## src/rtl/dcache_ctrl.sv

```systemverilog
// rtl/dcache_ctrl.sv - direct-mapped write-through data cache controller
// 32 x 64-bit lines, no write-allocate, single outstanding memory request.
module dcache_ctrl #(
   parameter int LSQSZ = 16
) (
   input  logic             clock,
   input  logic             reset,
   input  logic             except,
   input  logic             wr_en,
   input  logic [7:0]       wr_tag,
   input  logic [4:0]       wr_idx,
   input  logic [2:0]       wr_offset,
   input  logic [63:0]      wr_data,
   input  logic [1:0]       wr_size,
   output logic             wr_ack,
   input  logic [LSQSZ-1:0] rd_en,
   input  logic [7:0]       rd_tag,
   input  logic [4:0]       rd_idx,
   input  logic [2:0]       rd_offset,
   input  logic [1:0]       rd_size,
   output logic [LSQSZ-1:0] rd_feedback,
   output logic [63:0]      rd_data,
   output logic             mem_req_valid,
   input  logic             mem_req_ready,
   output logic             mem_req_store,
   output logic [15:0]      mem_addr,
   output logic [63:0]      mem_wdata,
   output logic [7:0]       mem_wmask,
   input  logic             mem_resp_valid,
   input  logic [63:0]      mem_resp_data
);

   typedef enum logic [2:0] {IDLE, WR_MEM, RD_REQ, RD_WAIT, RESP} state_t;

   state_t state, state_nxt;

   logic [31:0]      valid;
   logic [7:0]       tags  [32];
   logic [63:0]      lines [32];

   logic             drop;
   logic [LSQSZ-1:0] l_entry;
   logic [7:0]       l_tag;
   logic [4:0]       l_idx;
   logic [2:0]       l_off;
   logic [1:0]       l_size;
   logic [63:0]      l_wdata;
   logic [7:0]       l_wmask;
   logic [63:0]      rdata_q;

   function automatic logic [2:0] lane_base(input logic [2:0] off, input logic [1:0] sz);
      case (sz)
         2'd0:    return off;
         2'd1:    return {off[2:1], 1'b0};
         2'd2:    return {off[2], 2'b00};
         default: return 3'd0;
      endcase
   endfunction

   function automatic logic [7:0] lane_mask(input logic [2:0] off, input logic [1:0] sz);
      logic [7:0] cnt;
      case (sz)
         2'd0:    cnt = 8'h01;
         2'd1:    cnt = 8'h03;
         2'd2:    cnt = 8'h0F;
         default: cnt = 8'hFF;
      endcase
      return cnt << lane_base(off, sz);
   endfunction

   function automatic logic [63:0] expand(input logic [7:0] m);
      logic [63:0] r;
      for (int i = 0; i < 8; i++) r[8*i +: 8] = {8{m[i]}};
      return r;
   endfunction

   function automatic logic [63:0] extract(input logic [63:0] line, input logic [2:0] off,
                                           input logic [1:0] sz);
      return (line >> {lane_base(off, sz), 3'b000}) & expand(lane_mask(3'd0, sz));
   endfunction

   logic             wr_hit, rd_hit, accept_wr, accept_rd, fill;
   logic [7:0]       wr_m;
   logic [63:0]      wr_image;
   logic [LSQSZ-1:0] rd_sel;

   // A missing store has no line to merge with, so unwritten lanes of its image are zero.
   always_comb begin
      wr_hit    = valid[wr_idx] && (tags[wr_idx] == wr_tag);
      rd_hit    = valid[rd_idx] && (tags[rd_idx] == rd_tag);
      wr_m      = lane_mask(wr_offset, wr_size);
      wr_image  = ((wr_hit ? lines[wr_idx] : 64'd0) & ~expand(wr_m))
                | ((wr_data << {lane_base(wr_offset, wr_size), 3'b000}) & expand(wr_m));
      rd_sel    = rd_en & (~rd_en + LSQSZ'(1));
      accept_wr = (state == IDLE) && wr_en;
      accept_rd = (state == IDLE) && !wr_en && !except && (|rd_en);
      fill      = (state == RD_WAIT) && mem_resp_valid;
   end

   always_ff @(posedge clock) begin
      if (reset) state <= IDLE;
      else       state <= state_nxt;
   end

   always_comb begin
      state_nxt = state;
      case (state)
         IDLE:    if (wr_en) state_nxt = WR_MEM;
                  else if (accept_rd) state_nxt = rd_hit ? RESP : RD_REQ;
         WR_MEM:  if (mem_req_ready) state_nxt = IDLE;
         RD_REQ:  if (mem_req_ready) state_nxt = RD_WAIT;
         RD_WAIT: if (mem_resp_valid) state_nxt = (drop || except) ? IDLE : RESP;
         RESP:    state_nxt = IDLE;
         default: state_nxt = IDLE;
      endcase
   end

   always_comb begin
      wr_ack        = 1'b0;
      rd_feedback   = '0;
      rd_data       = 64'd0;
      mem_req_valid = 1'b0;
      mem_req_store = 1'b0;
      mem_addr      = 16'd0;
      mem_wdata     = 64'd0;
      mem_wmask     = 8'd0;
      case (state)
         WR_MEM: begin
            mem_req_valid = 1'b1;
            mem_req_store = 1'b1;
            mem_addr      = {l_tag, l_idx, 3'b000};
            mem_wdata     = l_wdata;
            mem_wmask     = l_wmask;
            wr_ack        = mem_req_ready;
         end
         RD_REQ: begin
            mem_req_valid = 1'b1;
            mem_addr      = {l_tag, l_idx, 3'b000};
         end
         RESP: if (!except) begin
            rd_feedback = l_entry;
            rd_data     = rdata_q;
         end
         default: ;
      endcase
   end

   always_ff @(posedge clock) begin
      if (reset) begin
         valid   <= '0;
         drop    <= 1'b0;
         l_entry <= '0;
         l_tag   <= '0;
         l_idx   <= '0;
         l_off   <= '0;
         l_size  <= '0;
         l_wdata <= '0;
         l_wmask <= '0;
         rdata_q <= '0;
      end else begin
         if (accept_wr) begin
            l_tag   <= wr_tag;
            l_idx   <= wr_idx;
            l_wdata <= wr_image;
            l_wmask <= wr_m;
         end else if (accept_rd) begin
            l_entry <= rd_sel;
            l_tag   <= rd_tag;
            l_idx   <= rd_idx;
            l_off   <= rd_offset;
            l_size  <= rd_size;
            rdata_q <= extract(lines[rd_idx], rd_offset, rd_size);
            drop    <= 1'b0;
         end
         // A flushed miss still completes and fills; only its response is dropped.
         if (except && (state == RD_REQ || state == RD_WAIT)) drop <= 1'b1;
         if (fill) begin
            valid[l_idx] <= 1'b1;
            rdata_q      <= extract(mem_resp_data, l_off, l_size);
         end
      end
   end

   always_ff @(posedge clock) begin
      if (!reset) begin
         if (accept_wr && wr_hit) begin
            lines[wr_idx] <= wr_image;
         end else if (fill) begin
            lines[l_idx] <= mem_resp_data;
            tags[l_idx]  <= l_tag;
         end
      end
   end

endmodule

```

## config.mk

```make
export PLATFORM = sky130hd
export DESIGN_NAME = dcache_ctrl
export DESIGN_NICKNAME = d
export VERILOG_FILES = /design/src/rtl/dcache_ctrl.sv
export SDC_FILE = /design/constraint.sdc
export NUM_CORES = 2
export LEC_CHECK = 0
export ABC_AREA = 1
export CAP_MARGIN = 30
export CELL_PAD_IN_SITES_DETAIL_PLACEMENT = 2
export CELL_PAD_IN_SITES_GLOBAL_PLACEMENT = 2
export CORE_UTILIZATION = 42
export CTS_CLUSTER_DIAMETER = 50
export DETAILED_ROUTE_END_ITERATION = 10
export PLACE_DENSITY_LB_ADDON = 0.1
export SYNTH_ARGS = -nofsm -noshare
export SYNTH_HDL_FRONTEND = slang
export SYNTH_SLANG_ARGS = --single-unit
```

## constraint.sdc

```tcl
create_clock -name clock -period 9.98 [get_ports clock]
set_input_delay 0.998 -clock clock [delete_from_list [all_inputs] [get_ports clock]]
set_output_delay 0.998 -clock clock [all_outputs]
set_load 0.01 [all_outputs]
```

# Word-level counts from Yosys, hierarchy flattened
# Memories as Yosys holds them, arrays and structs flattened.
# Index checks and enable logic that the tools add are counted.
dict set report totals {
  ff_bits 206
  latchBits 0
  ram_bits 2304
  romBits 0
  input_bits 186
  output_inout_bits 171
  wordCells 146
  n_memories 2
}
dict set report op_classes {
  add_sub_neg 1
  mul 0
  n_div 0
  magnitude_cmp 4
  eq_ne 18
  n_shift 6
  mux 66
  n_bitwise 10
  reduce_logical 28
}
# memory words width rd rd_clocked_by_memory_dff wr line_no
set memory_table {}
lappend memory_table {lines 32 64 2 0 1 39} ;# logic [63:0] lines [32];
lappend memory_table {tags 32 8 2 0 1 38} ;# logic [7:0] tags [32];
# operator count
set ops {}
lappend ops {{$mux W64} 8}
lappend ops {{$and A64 B64 Y64} 4}
lappend ops {{$shr A64 B6 Y64} 2}
lappend ops {{$pmux W8 S3} 3}
lappend ops {{$mux W8} 8}
lappend ops {{$not A64 Y64} 1}
lappend ops {{$or A64 B64 Y64} 1}
lappend ops {{$reduce_or A64 Y1} 1}
lappend ops {{$shl A64 B6 Y64} 1}
lappend ops {{$mux W3} 17}
lappend ops {{$mux W16} 3}
lappend ops {{$or A32 B32 Y32} 1}
lappend ops {{$pmux W3 S3} 3}
lappend ops {{$shl A8 B3 Y8} 3}
lappend ops {{$lt A5 B6 Y1 const B} 3}
lappend ops {{$mux W1} 17}
lappend ops {{$add A16 B1 Y16 const B} 1}
lappend ops {{$and A16 B16 Y16} 1}
lappend ops {{$eq A8 B8 Y1} 2}
lappend ops {{$not A16 Y16} 1}
lappend ops {{$reduce_or A16 Y1} 1}
lappend ops {{$mux W5} 3}
lappend ops {{$pmux W3 S4} 1}
lappend ops {{$bmux W1 S5} 2}
lappend ops {{other kinds (20)} 45}

# Longest topological paths before layout
dict set report depth {
  depth_word 12
  mapped_depth 21
  ltp_nobuf 18
}

# Worst setup path after synthesis
# No wires, ideal clock.
dict set report synth_path {
  kind {in2reg}
  startpoint {input wr_idx[1]}
  endpoint {memory lines[13][0], enable pin}
  setup_time_ps 487
  t_arrival_ps 5320
  required_ps 9493
  setup_slack_ps 4173
  cell_stages 11
  path_cell_list {buf_2 > inv_4 > buf_4 > buf_4 > buf_2 > buf_4 > clkbuf_1 > nand2_1 > o21ai_0 > nand4_2 > nor2_1}
}
dict set report synth_between {
  elab_chain_cells 9
}
# item line_no
set synth_lines {}
lappend synth_lines {{from (decl)} 11} ;# input logic [4:0] wr_idx,
lappend synth_lines {{$mem_v2 Z32 W8 or $bmux W1 S5 (tied branches)} n/a}
lappend synth_lines {{$eq A8 B8 Y1 or $mux W1 (tied branches)} 89} ;# wr_hit = valid[wr_idx] && (tags[wr_idx] == wr_tag);
lappend synth_lines {{$logic_and A1 B1 Y1} 89}
lappend synth_lines {{$logic_and A1 B1 Y1} 186} ;# if (accept_wr && wr_hit) begin
lappend synth_lines {{$mux W1} 186}
lappend synth_lines {{$mux W1} 185} ;# if (!reset) begin
lappend synth_lines {{$mux W1 (not written as such)} 189} ;# lines[l_idx] <= mem_resp_data;
lappend synth_lines {{$reduce_or A64 Y1 (no source line)} n/a}
lappend synth_lines {{$mux W5 (no source line) or $mux W1 (tied branches)} n/a}
lappend synth_lines {{to (decl)} 39}
# Parallel ways exist; a longest one is shown, timed or not. The select of a mux whose other input is x is not followed.

# Final worst setup path
dict set report layout_path {
  startpoint {input wr_idx[0]}
  endpoint {memory lines[23][43], enable pin}
}
# Same word-level chain as after synthesis.

==> flow_summary_export.csv <==
group,metric,value,unit
outcome,status,"finished, final reports clean",
grt,grt_pass1_vias,136000,
grt,met2_usage,68.1,%
cts,cts_sinks,2510,
place,portBuffers,353,
hold_path,hold_class,"reg -> reg",
grt,antenna_found_initial,34,
pwr,irDropWorstVdd,0.143,mV
sta,min_period,6.49,ns
critical_path,cpLargestDelayFamily,"simple AND/OR/NAND/NOR gates",
place,place_congestion,0.950,
critical_path,crit_path_cell_trace,"buf_8 -> inv_8 -> buf_4 -> nand2_1 -> nand3_1 -> nand3_1 -> nand2_1 -> nand2_1 -> nand2_1 -> nand2_1 -> nand2_1 -> nand2_1 -> nand2_1 -> nand2_1 -> nor2_4 -> nand4_1 -> nand2_1 -> nand4_2 -> nor2_4 -> buf_12",
place,place_inst,18100,
critical_path,cp-end-kind,"flip-flop",
cells_and_area,syn2layout_area_growth,15.4,%
cts,clkLatencyLatePin,1.00,ns
logic_synthesis,synthCells,14600,
floorplanning,initial_core_util,42.4,%
sta,rsz0062_at_grt,"false",
logic_synthesis,avgSynthCellArea,8.81,µm²
logic_synthesis,synth-seq-cells,2510,
drt,routed_wl,700000,µm
sta,setup_tns,0,ns
critical_path,crit_arrival,7.07,ns
sta,skew,0.0740,ns
floorplanning,row_count,202,
drt,ant_nets,0,
sta,max_slew_margin,17.7,%
logic_synthesis,synth_top_area_share,53.7,%
cts,path_clk_slew,0.06,ns
cells_and_area,final_cell_count_no_fill,18800,
logic_synthesis,yosysUniqueCellTypes,55,
sta,fmax,154,MHz
floorplanning,coreArea,304000,µm²
drt,dr.pass1.iters,6,
logic_synthesis,synthTopCellsByArea,"edfxtp_1 54%, nand2_1 11%, nand3_1 6.7%, o21ai_0 5.9%, nor2_1 4.3%",
grt,gr-total-overflow,0,
cts,ctsHtreeMaxLevel,5,
logic_synthesis,netlist_area,129000,µm²
cts,cts_root_buffer,"clkbuf_16",
drt,dr.first_iter.drc_count,15900,
cells_and_area,finish.utilization,48.9,%
critical_path,path_common_cell,"nand2_1",
drt,route.detailed.drc,0,
logic_synthesis,synth-edff-count,2304,
flow_run,drv_cap,0,
floorplanning,die_x,556,µm
cts,post_cts_buffers,0,
logic_synthesis,synth_top_flop_cell,"edfxtp_1",
drt,num_vias,128000,
logic_synthesis,synthArstFlopShare,0,%
sta,timing.final.crit_share,65.0,%
cts,cts_buffer_depth,4,
grt,grt_first_pass_wirelength,986000,µm
cts,cts_hold_buf,0,
logic_synthesis,ys_seq_area_share,56.9,%
logic_synthesis,yosysTopAreaCell,"edfxtp_1",
grt,track_usage,44.0,%
grt,met1_usage,53.2,%
place,dp_hpwl,410000,µm
cells_and_area,fillCellCount,32100,
sta,setup_violations,0,
pwr,power_density,201,nW/µm²
floorplanning,dieArea,309000,µm²
critical_path,worstPathRequired,10.57,ns
cells_and_area,nets,14600,
cells_and_area,seqCellArea,73300,µm²
cells_and_area,layout_common_cells,"3617 x nand2_1, 2304 x edfxtp_1, 1724 x nand3_1, 1514 x o21ai_0, 1423 x nor2_1",
sta,finalMaxSlewViolations,0,
cts,postCtsResizedCells,0,
logic_synthesis,yosys_warnings,0,
sta,worst_pin_slew,1.23,ns
grt,grt_max_degree,175,
sta,finalHoldViolations,0,
critical_path,cp_max_fo,110,
cells_and_area,drive_above_1_share,7.10,%
cells_and_area,multi_input_area,49200,µm²
critical_path,cp_num_buf_inv,4,
floorplanning,fp.dieH,556,µm
critical_path,critPathKind,"in -> reg",
critical_path,slowest_stage,"nor2_4",
pwr,leakage,53.6,nW
drt,routedWlPerCell,37.1,µm
grt,gr-max-usage-layer,"met2",
critical_path,cpPeakStageDelay,0.88,ns
critical_path,critPathLaunchType,"primary input",
grt,use_met3,9.66,%
drt,vias_per_cell,6.76,
cells_and_area,final_common_cell,"nand2_1",
floorplanning,boundaryPins,357,
cts,cts_made_buffers,357,
cts,cts_tree,"done",
[kinds of logic (layout without fill, tap and decap cells)]
| logic type | Yosys count | count (layout) | synth area share [%] |
|---|---|---|---|
| compound gates | 3470 | 3470 | 15.2 |
| simple gates | 6959 | 6959 | 22.3 |
| buf+inv | 1629 | 1758 | 5.32 |
| other cells | 1 | 33 | 0.00291 |
| flops | 2510 | 2510 | 56.9 |
| mux | 39 | 39 | 0.303 |
[per-layer routing]
layer / wire, µm / up-vias
met5: 194 / -
met4: 62600 / 26
met3: 70800 / 2446
met2: 314000 / 8023
met1: 252000 / 65600
li1: - / 51400
[sequential cells by signal, indices dropped and copies added (netlist names)]
name / cells
lines: 2048
tags: 256
l_wdata: 64
rdata_q: 64
valid: 32
l_entry: 16
l_tag: 8
l_wmask: 8
l_idx: 5
l_off: 3
state: 3
l_size: 2
drop: 1
[power by group]
part	switching, mW	internal (mW)	total (mW)
combinational	3.67	1.09	4.76
sequential	0.105	11.8	11.9
clock	5.35	7.73	13.1
total	9.13	20.7	29.8
[worst register-to-register path, stage by stage (launching register included)]
cell and delay [ns]:
dfxtp_1 0.41, inv_1 0.13, nor3_2 0.19, inv_2 0.09, nor2_4 0.30, inv_2 0.32
nor2_4 0.16, buf_4 0.48, inv_4 0.41, o21ai_0 0.57, nand4_2 0.60, nor2_4 0.92
buf_12 0.64
[final timing paths]
check | startpoint | to | slack, ns | cells after the start
max | wr_idx[0] | lines[23][43]$_DFFE_PP_ | 3.49 | 20
min | drop$_SDFFE_PP0P_ | drop$_SDFFE_PP0P_ | 0.47 | 2
max reg2reg | state[1]$_SDFFE_PP0P_ | lines[28][51]$_DFFE_PP_ | 4.24 | 12
min reg2reg | drop$_SDFFE_PP0P_ | drop$_SDFFE_PP0P_ | 0.47 | 2
[final cells by class]
type,count,share of cell area (%)
Sequential cell,2510,49.3
Multi-Input combinational cell,10500,33.1
Clock buffer,419,6.30
Timing Repair Buffer,687,4.90
Tap cell,4080,3.44
Clock inverter,236,1.72
Inverter,416,1.11
Antenna cell,30,0.0505
[synth_stat cells (all sizes together), types with 105 or more instances]
library cell,count
a21oi,932
a31oi,117
a32oi,105
buf,584
clkbuf,629
dfxtp,206
edfxtp,2304
inv,411
nand2,3627
nand3,1725
nor2,1474
o21ai,1529
o22ai,460
[through the flow]
step,worst slack (ns),area [µm²],power [mW],hold WS (ns)
floorplan,4.17,129000,14.5,0.426
global placement,2.86,136000,16.4,0.434
detailed placement,2.70,136000,16.6,0.448
CTS,3.62,148000,29.6,0.477
global route,3.42,148000,30.3,0.498
finish,3.49,149000,29.8,0.472
Note: power is estimated with default switching activity, not from simulation.
